<file path="src/rtl/fifo_burst_reader.sv">
// Drains an external FIFO in BURST-word bursts (partial burst after TIMEOUT idle cycles) onto a valid/ready stream.
// First beat two cycles after the first pop; a 2-entry skid buffer absorbs m_ready stalls, one beat/cycle when unstalled.

module fifo_burst_reader #(
   parameter int DWIDTH  = 16,
   parameter int AWIDTH  = 4,
   parameter int DEPTH   = 2**AWIDTH,
   parameter int BURST   = 4,
   parameter int TIMEOUT = 8
) (
   input  logic              clk,
   input  logic              reset,
   input  logic              fifo_empty,
   input  logic [AWIDTH:0]   fifo_num,
   input  logic [DWIDTH-1:0] fifo_out,
   output logic              fifo_pop,
   output logic [DWIDTH-1:0] m_data,
   output logic              m_valid,
   input  logic              m_ready,
   output logic              m_last
);

   localparam int NW = AWIDTH + 1;
   localparam int TW = (TIMEOUT < 2) ? 1 : $clog2(TIMEOUT + 1);
   localparam logic [NW-1:0] BURST_N  = NW'(BURST);
   localparam logic [TW-1:0] TMO_LAST = TW'(TIMEOUT - 1);

   typedef enum logic [1:0] {
      IDLE   = 2'd0,
      POP    = 2'd1,
      FINISH = 2'd2
   } state_t;

   state_t            state;
   state_t            state_nxt;
   logic [TW-1:0]     timer;
   logic [NW-1:0]     len;
   logic [NW-1:0]     pops_left;
   logic [NW-1:0]     beat_cnt;
   logic              in_flight;
   logic [DWIDTH-1:0] buf_dat [2];
   logic              buf_last [2];
   logic              head;
   logic [1:0]        count;

   logic              head_vld;
   logic              accept;
   logic              capture;
   logic              tail;
   logic [1:0]        occ;
   logic              start_full;
   logic              start_part;
   logic              start;
   logic [NW-1:0]     start_len;

   assign head_vld = !reset && (count != 2'd0);
   assign accept   = head_vld && m_ready;
   assign capture  = in_flight;
   assign tail     = head ^ count[0];

   // Occupancy including the word still in flight from the FIFO, net of this cycle's accept.
   assign occ = count + {1'b0, in_flight} - {1'b0, accept};

   assign start_full = (state == IDLE) && (fifo_num >= BURST_N);
   assign start_part = (state == IDLE) && !start_full && (fifo_num != '0) && (timer == TMO_LAST);
   assign start      = start_full || start_part;
   assign start_len  = start_full ? BURST_N : fifo_num;

   always_ff @(posedge clk) begin : state_reg
      if (reset) begin
         state <= IDLE;
      end else begin
         state <= state_nxt;
      end
   end

   always_comb begin : next_state
      state_nxt = state;
      unique case (state)
         IDLE:    if (start) state_nxt = POP;
         POP:     if (fifo_pop && (pops_left == NW'(1))) state_nxt = FINISH;
         FINISH:  if (accept && m_last) state_nxt = IDLE;
         default: state_nxt = IDLE;
      endcase
   end

   always_comb begin : outputs
      fifo_pop = 1'b0;
      m_valid  = head_vld;
      m_data   = '0;
      m_last   = 1'b0;
      if (!reset && (state == POP) && !fifo_empty && (pops_left != '0) && (occ < 2'd2)) begin
         fifo_pop = 1'b1;
      end
      if (head_vld) begin
         m_data = buf_dat[head];
         m_last = buf_last[head];
      end
   end

   // Timer only runs in IDLE while a partial amount of data is waiting.
   always_ff @(posedge clk) begin : timer_reg
      if (reset) begin
         timer <= '0;
      end else if ((state != IDLE) || start || (fifo_num == '0)) begin
         timer <= '0;
      end else if (fifo_num < BURST_N) begin
         timer <= timer + TW'(1);
      end
   end

   always_ff @(posedge clk) begin : burst_ctrl
      if (reset) begin
         len       <= '0;
         pops_left <= '0;
         beat_cnt  <= '0;
         in_flight <= 1'b0;
      end else begin
         in_flight <= fifo_pop;
         if (start) begin
            len       <= start_len;
            pops_left <= start_len;
            beat_cnt  <= '0;
         end else begin
            if (fifo_pop) pops_left <= pops_left - NW'(1);
            if (capture)  beat_cnt  <= beat_cnt + NW'(1);
         end
      end
   end

   always_ff @(posedge clk) begin : skid_ctrl
      if (reset) begin
         head  <= 1'b0;
         count <= 2'd0;
      end else begin
         if (accept) head <= ~head;
         count <= count + {1'b0, capture} - {1'b0, accept};
      end
   end

   // Data storage needs no reset: m_data is forced to zero whenever the buffer is empty.
   always_ff @(posedge clk) begin : skid_data
      if (capture && !reset) begin
         buf_dat[tail]  <= fifo_out;
         buf_last[tail] <= (beat_cnt == len - NW'(1));
      end
   end

   a_no_pop_on_empty : assert property (@(posedge clk) disable iff (reset) !(fifo_pop && fifo_empty));
   a_buffer_bound    : assert property (@(posedge clk) disable iff (reset) (count <= 2'd2));

endmodule

</file>
<file path="config.mk">
export PLATFORM = sky130hd
export DESIGN_NAME = fifo_burst_reader
export DESIGN_NICKNAME = d
export VERILOG_FILES = /design/src/rtl/fifo_burst_reader.sv
export SDC_FILE = /design/constraint.sdc
export NUM_CORES = 1
export LEC_CHECK = 0
export ABC_AREA = 1
export BUFFER_PORTS_ARGS = -buffer_cell sky130_fd_sc_hd__buf_2
export CELL_PAD_IN_SITES_DETAIL_PLACEMENT = 0
export CELL_PAD_IN_SITES_GLOBAL_PLACEMENT = 1
export CORE_ASPECT_RATIO = 2
export CORE_MARGIN = 5
export CORE_UTILIZATION = 47
export DETAILED_ROUTE_END_ITERATION = 12
export PLACE_DENSITY = 0.86
export SLEW_MARGIN = 40
export SYNTH_ARGS = -nofsm -noshare
export SYNTH_HDL_FRONTEND = slang
export SYNTH_SLANG_ARGS = --single-unit
</file>
<file path="constraint.sdc">
create_clock -name clk -period 3.2 [get_ports clk]
set_clock_uncertainty 0.05 [all_clocks]
set_input_delay 0.32 -clock clk [delete_from_list [all_inputs] [get_ports clk]]
set_output_delay 0.32 -clock clk [all_outputs]
set_load 0.02 [all_outputs]
</file>
* After elaboration in Yosys (flattened, before gate mapping)
Memories as Yosys holds them, arrays and structs flattened. A register that Yosys moved wholly into a read port is not among the register bits. Cells that the tools add are included.
Storage, ports and cells: memories 2, output and inout bits 19, logic and storage cells 74, memory bits (writable) 34, register bits 25
Memories:
- buf_dat | words 2, bits a word 16, read ports 1, clocked after Yosys merged registers in 1, write ports 1, line 41 | logic [DWIDTH-1:0] buf_dat [2];
- buf_last | words 2, bits a word 1, read ports 1, clocked after Yosys merged registers in 1, write ports 1, line 42 | logic buf_last [2];
Cells by class: equal/unequal tests 8, $add $sub $neg 6, reductions and logical operators 29, $lt $le $gt $ge 3, multiplexer cells 16, bitwise logic cells 2
Operators by type and width (count):
- two-way mux 16 bit | 1
- two-way mux 5 bit | 3
- logical AND 1 bit | 13
- nonzero test 5 bit | 2
- subtractor 5 x 1 -> 5 bit, second input constant | 2
- two-way mux 1 bit | 8
- two-way mux 2 bit | 3
- inequality test 2 bit, second input constant | 3
- case mux 2 bit (3 select lines) | 1
- nonzero test 2 bit | 3
- adder 5 x 1 -> 5 bit, second input constant | 1
- equality test 5 x 1 -> 1 bit, second input constant | 1
- equality test 5 bit | 1
- greater-or-equal comparator 5 x 3 -> 1 bit, second input constant | 1
- logical NOT 5 bit | 1
- less-than comparator 5 x 3 -> 1 bit, second input constant | 1
- adder 4 x 1 -> 4 bit, second input constant | 1
- equality test 4 x 3 -> 1 bit, second input constant | 1
- OR reduction 2 bit | 2
- logical NOT 1 bit | 3
- logical OR 1 bit | 3
- AND reduction 3 bit | 1
- adder 2 x 1 -> 2 bit | 1
- equality test 2 x 1 -> 1 bit, second input constant | 1
- other kinds (6) | 6

* Logic depth before layout (Yosys ltp)
word-level depth 10, gate-level depth with buffers 17, mapped depth without buffers 17

* Least setup slack after synthesis
Ideal clock, no wire load.
path type input-to-reg, start point in reset, end point mem buf_dat[1][0], enable pin, required time 2738 ps, setup time 412 ps, slack 951 ps, stages on the path 2, data arrival time 1786 ps, cells stage by stage buf_1 -> nor3_1
Between the ends: cells in the longest elaborated chain, start to end 4
Ends and longest elaborated chain:
- start, declared | line 12 | input logic reset,
- logical NOT 1 bit | line 143 | if (capture && !reset) begin
- logical AND 1 bit | line 143
- two-way mux 1 bit | line 143
- two-way mux 1 bit (not written as such) | line 144 | buf_dat[tail] <= fifo_out;
- end, declared | line 41
No other way between the ends.

* Final worst setup path
start point reg count[0], end point out fifo_pop
Between the ends: cells in the longest elaborated chain, start to end 7
Ends and longest elaborated chain:
- start, declared | line 44 | logic [1:0] count;
- start signal, assigned | line 137 | count <= count + {1'b0, capture} - {1'b0, accept};
- nonzero test 2 bit | line 56 | assign head_vld = !reset && (count != 2'd0);
- logical AND 1 bit | line 56
- logical AND 1 bit | line 57 | assign accept = head_vld && m_ready;
- via accept | line 47 | logic accept;
- subtractor 2 x 1 -> 2 bit | line 62 | assign occ = count + {1'b0, in_flight} - {1'b0, accept};
- less-than comparator 2 bit | line 92 | if (!reset && (state == POP) && !fifo_empty && (pops_left != '0) && (occ < 2'd2)) begin
- logical AND 1 bit | line 92
- two-way mux 1 bit | line 92
- end, declared | line 16 | output logic fifo_pop,
The timed path passes the listed nets, and every way through them passes these cells.

==> flow_metrics.py <==
metrics = {
    "status": {
        "status": "complete, no violations",
    },
    "critical_path": {
        "reg2reg_from": "count[0]$_SDFF_PP0_",
        "arrival_ns": 2.19,
        "cp.required_ns": 2.83,
        "endpoint": "fifo_pop",
        "crit_path_start_kind": "flip-flop",
        "r2r_setup_slack_ns": 1.14,
        "crit_fanout": 7,
        "rr_endpoint": "pops_left[0]$_SDFFE_PP0P_",
        "startpoint": "count[0]$_SDFF_PP0_",
        "path_class": "reg2out",
        "cp-end-kind": "output port",
        "r2r_cells": 17,
    },
    "clocking": {
        "cts.hold.buffers_added": 0,
        "cts_buffers": 9,
        "cts_resized": 0,
        "cts-root-buf": "clkbuf_16",
        "cts_setup_buffers": 0,
        "clock_latency_ns": 0.33,
        "cts_max_level": 3,
        "cts_tree": "done",
        "cts.sinks": 60,
        "ctsLongestPathBuffers": 2,
        "path_clk_slew_ns": 0.05,
    },
    "sta": {
        "slew_headroom_pct": 49.95,
        "hold_slack_ns": 0.1286,
        "setup_viol": 0,
        "hold_violations": 0,
        "min_period_over_period_pct": 80.07,
        "rsz0062_at_grt": "false",
        "tns_ns": 0,
        "fin_crit_ns": 2.562,
        "worst_pin_slew_ns": 0.7498,
        "drv_slew": 0,
        "max_freq_mhz": 390.3,
    },
    "route": {
        "drt_iter0_markers": 67,
        "via_count": 1973,
        "detail-route-antenna-nets": 0,
        "drc_errors": 0,
        "drtPass1Iterations": 4,
        "routed_wl_um": 5033,
        "vias_per_cell": 4.836,
        "avgRoutedWirePerCell_um": 12.34,
    },
    "synth": {
        "synthDistinctLibCells": 31,
        "synth-xor-area-share_pct": 4.272,
        "synth_compound_gate_area_share_pct": 2.659,
        "ys_ff_latch": 60,
        "synthSimpleGateAreaFrac_pct": 21.05,
        "synth-edff-count": 34,
        "yosysWarnings": 0,
        "syn-instance-count": 290,
        "synth_area_leader_cell": "edfxtp_1",
        "synth_area_leaders": "edfxtp_1 36%, dfxtp_1 18%, nand2_1 7.1%",
        "synth_fp_nets": 323,
        "synth.most_common_cell": "nand2_1",
        "synth_top_family_by_area": "simple AND/OR/NAND/NOR gates",
        "synth_flop_cell": "edfxtp_1",
        "synthAdderAreaFrac_pct": 3.487,
        "synth_area_um2": 2870,
        "yosysTopAreaCellShare_pct": 35.57,
        "synth.avg_cell_area_um2": 9.897,
        "muxShareOfSynthArea_pct": 6.277,
        "async_reset_ff_share_pct": 0,
        "yosysSeqAreaShare_pct": 53.71,
        "synth_common_cells": "54 x nand2_1, 50 x inv_1, 34 x edfxtp_1",
    },
    "die": {
        "ioPinCount": 44,
        "coreArea_um2": 6006,
        "fp.dieW_um": 65.26,
        "dieArea_um2": 7865,
        "rows": 40,
        "die_h_um": 120.5,
        "initial_core_util_pct": 47.79,
    },
    "layout": {
        "regMostFlops": "buf_dat",
        "layout-drive-gt1-share_pct": 29.57,
        "syn_to_final_growth_pct": 19.83,
        "antenna_cells": 0,
        "fin_nets": 373,
        "largest_register_ff_count": 32,
    },
    "placement": {
        "io_buffers": 43,
        "gp_congestion": 0.8179,
        "dp_hpwl_um": 3811,
    },
    "global_route": {
        "first_global_vias": 1988,
        "grt_overflow_total": 0,
        "grt_pass1_wl_um": 8680,
        "antenna_found_initial": 0,
        "grt_usage_pct": 14.54,
        "grt_max_degree": 20,
    },
    "job": {
        "maxCapViolCount": 0,
    },
    "worst_hold_path": {
        "hold_class": "in2reg",
    },
    "pwr": {
        "p_leak_nw": 1.598,
        "p_per_area_nw_per_um2": 576.1,
        "ir_drop_mv": 0.2844,
    },
}
==> power breakdown <==
group	internal [W]	switching, W	leakage (nW)
registers	0.000833	0.0000162	0.520
clock network	0.000603	0.000340	0.138
logic	0.0000725	0.000117	0.941
==> cells in the final DEF (no fill, tap or decap) <==
master      instances
nand2_2             3
clkinvlp_4          3
bufinv_16           1
nand2_1            54
xor2_1             10
nand3b_1            1
nand4_1             2
nor2_8              1
nand2_4             2
nand3_1            17
nor2_1             25
and3_2              1
buf_2              43
mux2_2             16
inv_1              50
dfxtp_1            26
nor3_4              1
a21oi_2             1
clkinv_4            1
ha_1                8
inv_2               3
edfxtp_1           34
nor3_2              1
xnor2_1             4
nor3_1              2
clkinv_2            1
clkbuf_16           9
and3_1              1
nor2_2              4
and2_1              1
o22ai_2             2
nor2_4              5
buf_4               2
a21oi_1             7
inv_6               1
nand3_2             1
o21bai_1            1
==> stage by stage <==
stage | cell area (um2) | instances | power [W] | worst slack, ns | utilization [%]
finish | 3440 | 408 | 0.001981 | 0.6376 | 57.27
global route | 3440 | 408 | 0.002073 | 0.3366 | 57.27
CTS | 3438 | 408 | 0.002008 | 0.6119 | 57.25
detailed placement | 3138 | 392 | 0.001056 | 0.7769 | 52.25
global placement | 3138 | 392 | 0.001052 | 0.8191 | 52.25
floorplan | 2870 | 290 | 0.001002 | 0.9513 | -
==> critical path, stage by stage, from the launching register on <==
cell and delay (ns):
dfxtp_1 0.33, nor2_1 0.09, nor2_1 0.06, nand2_1 0.10, inv_1 0.05, ha_1 0.26
inv_1 0.03, ha_1 0.18, inv_1 0.05, nand2_1 0.05, nand2_1 0.07, nand2_1 0.04
nand2_1 0.19, nand2_2 0.14, inv_1 0.08, buf_2 0.16
==> layout make-up <==
class                      instances  area (um2)
sequential                        60        1541
tap                               63       78.83
fill                             546        2566
clock inverter                     7       75.07
inverter                          53       198.9
timing repair buffer              45       230.2
clock buffer                       9       225.2
multi-input combinational        171        1090
==> routing by layer <==
| metal | track usage, % | part of all wire [%] |
|---|---|---|
| met2 | 26.16 | 55 |
| met5 | 0 | 0 |
| met4 | 7.403 | 2.5 |
| met1 | 14.30 | 37 |
| met3 | 4.833 | 5.5 |
==> worst min path at each step <==
| stage | startpoint | endpoint | slack, ns | cells past startpoint |
|---|---|---|---|---|
| after floorplan | fifo_out[0] | buf_dat[0][0]$_DFFE_PP_ | 0.37 | 0 |
| after global placement | len[4]$_SDFFE_PP0P_ | len[4]$_SDFFE_PP0P_ | 0.40 | 2 |
| after detailed placement | len[4]$_SDFFE_PP0P_ | len[4]$_SDFFE_PP0P_ | 0.40 | 2 |
| after CTS | fifo_out[6] | buf_dat[0][6]$_DFFE_PP_ | 0.12 | 1 |
| after global routing | fifo_out[9] | buf_dat[0][9]$_DFFE_PP_ | 0.12 | 1 |
| final | fifo_out[9] | buf_dat[0][9]$_DFFE_PP_ | 0.13 | 1 |
==> logic make-up after synthesis <==
group                      count (synthesis)
muxes                                     16
DFF                                       60
xor gates and xnor gates                  14
AOI/OAI and AO/OA                         11
adders and majority gates                  8
buffers and inverters                     59
and+or+nand+nor                          122
Note: power is estimated with default switching activity, not from simulation.
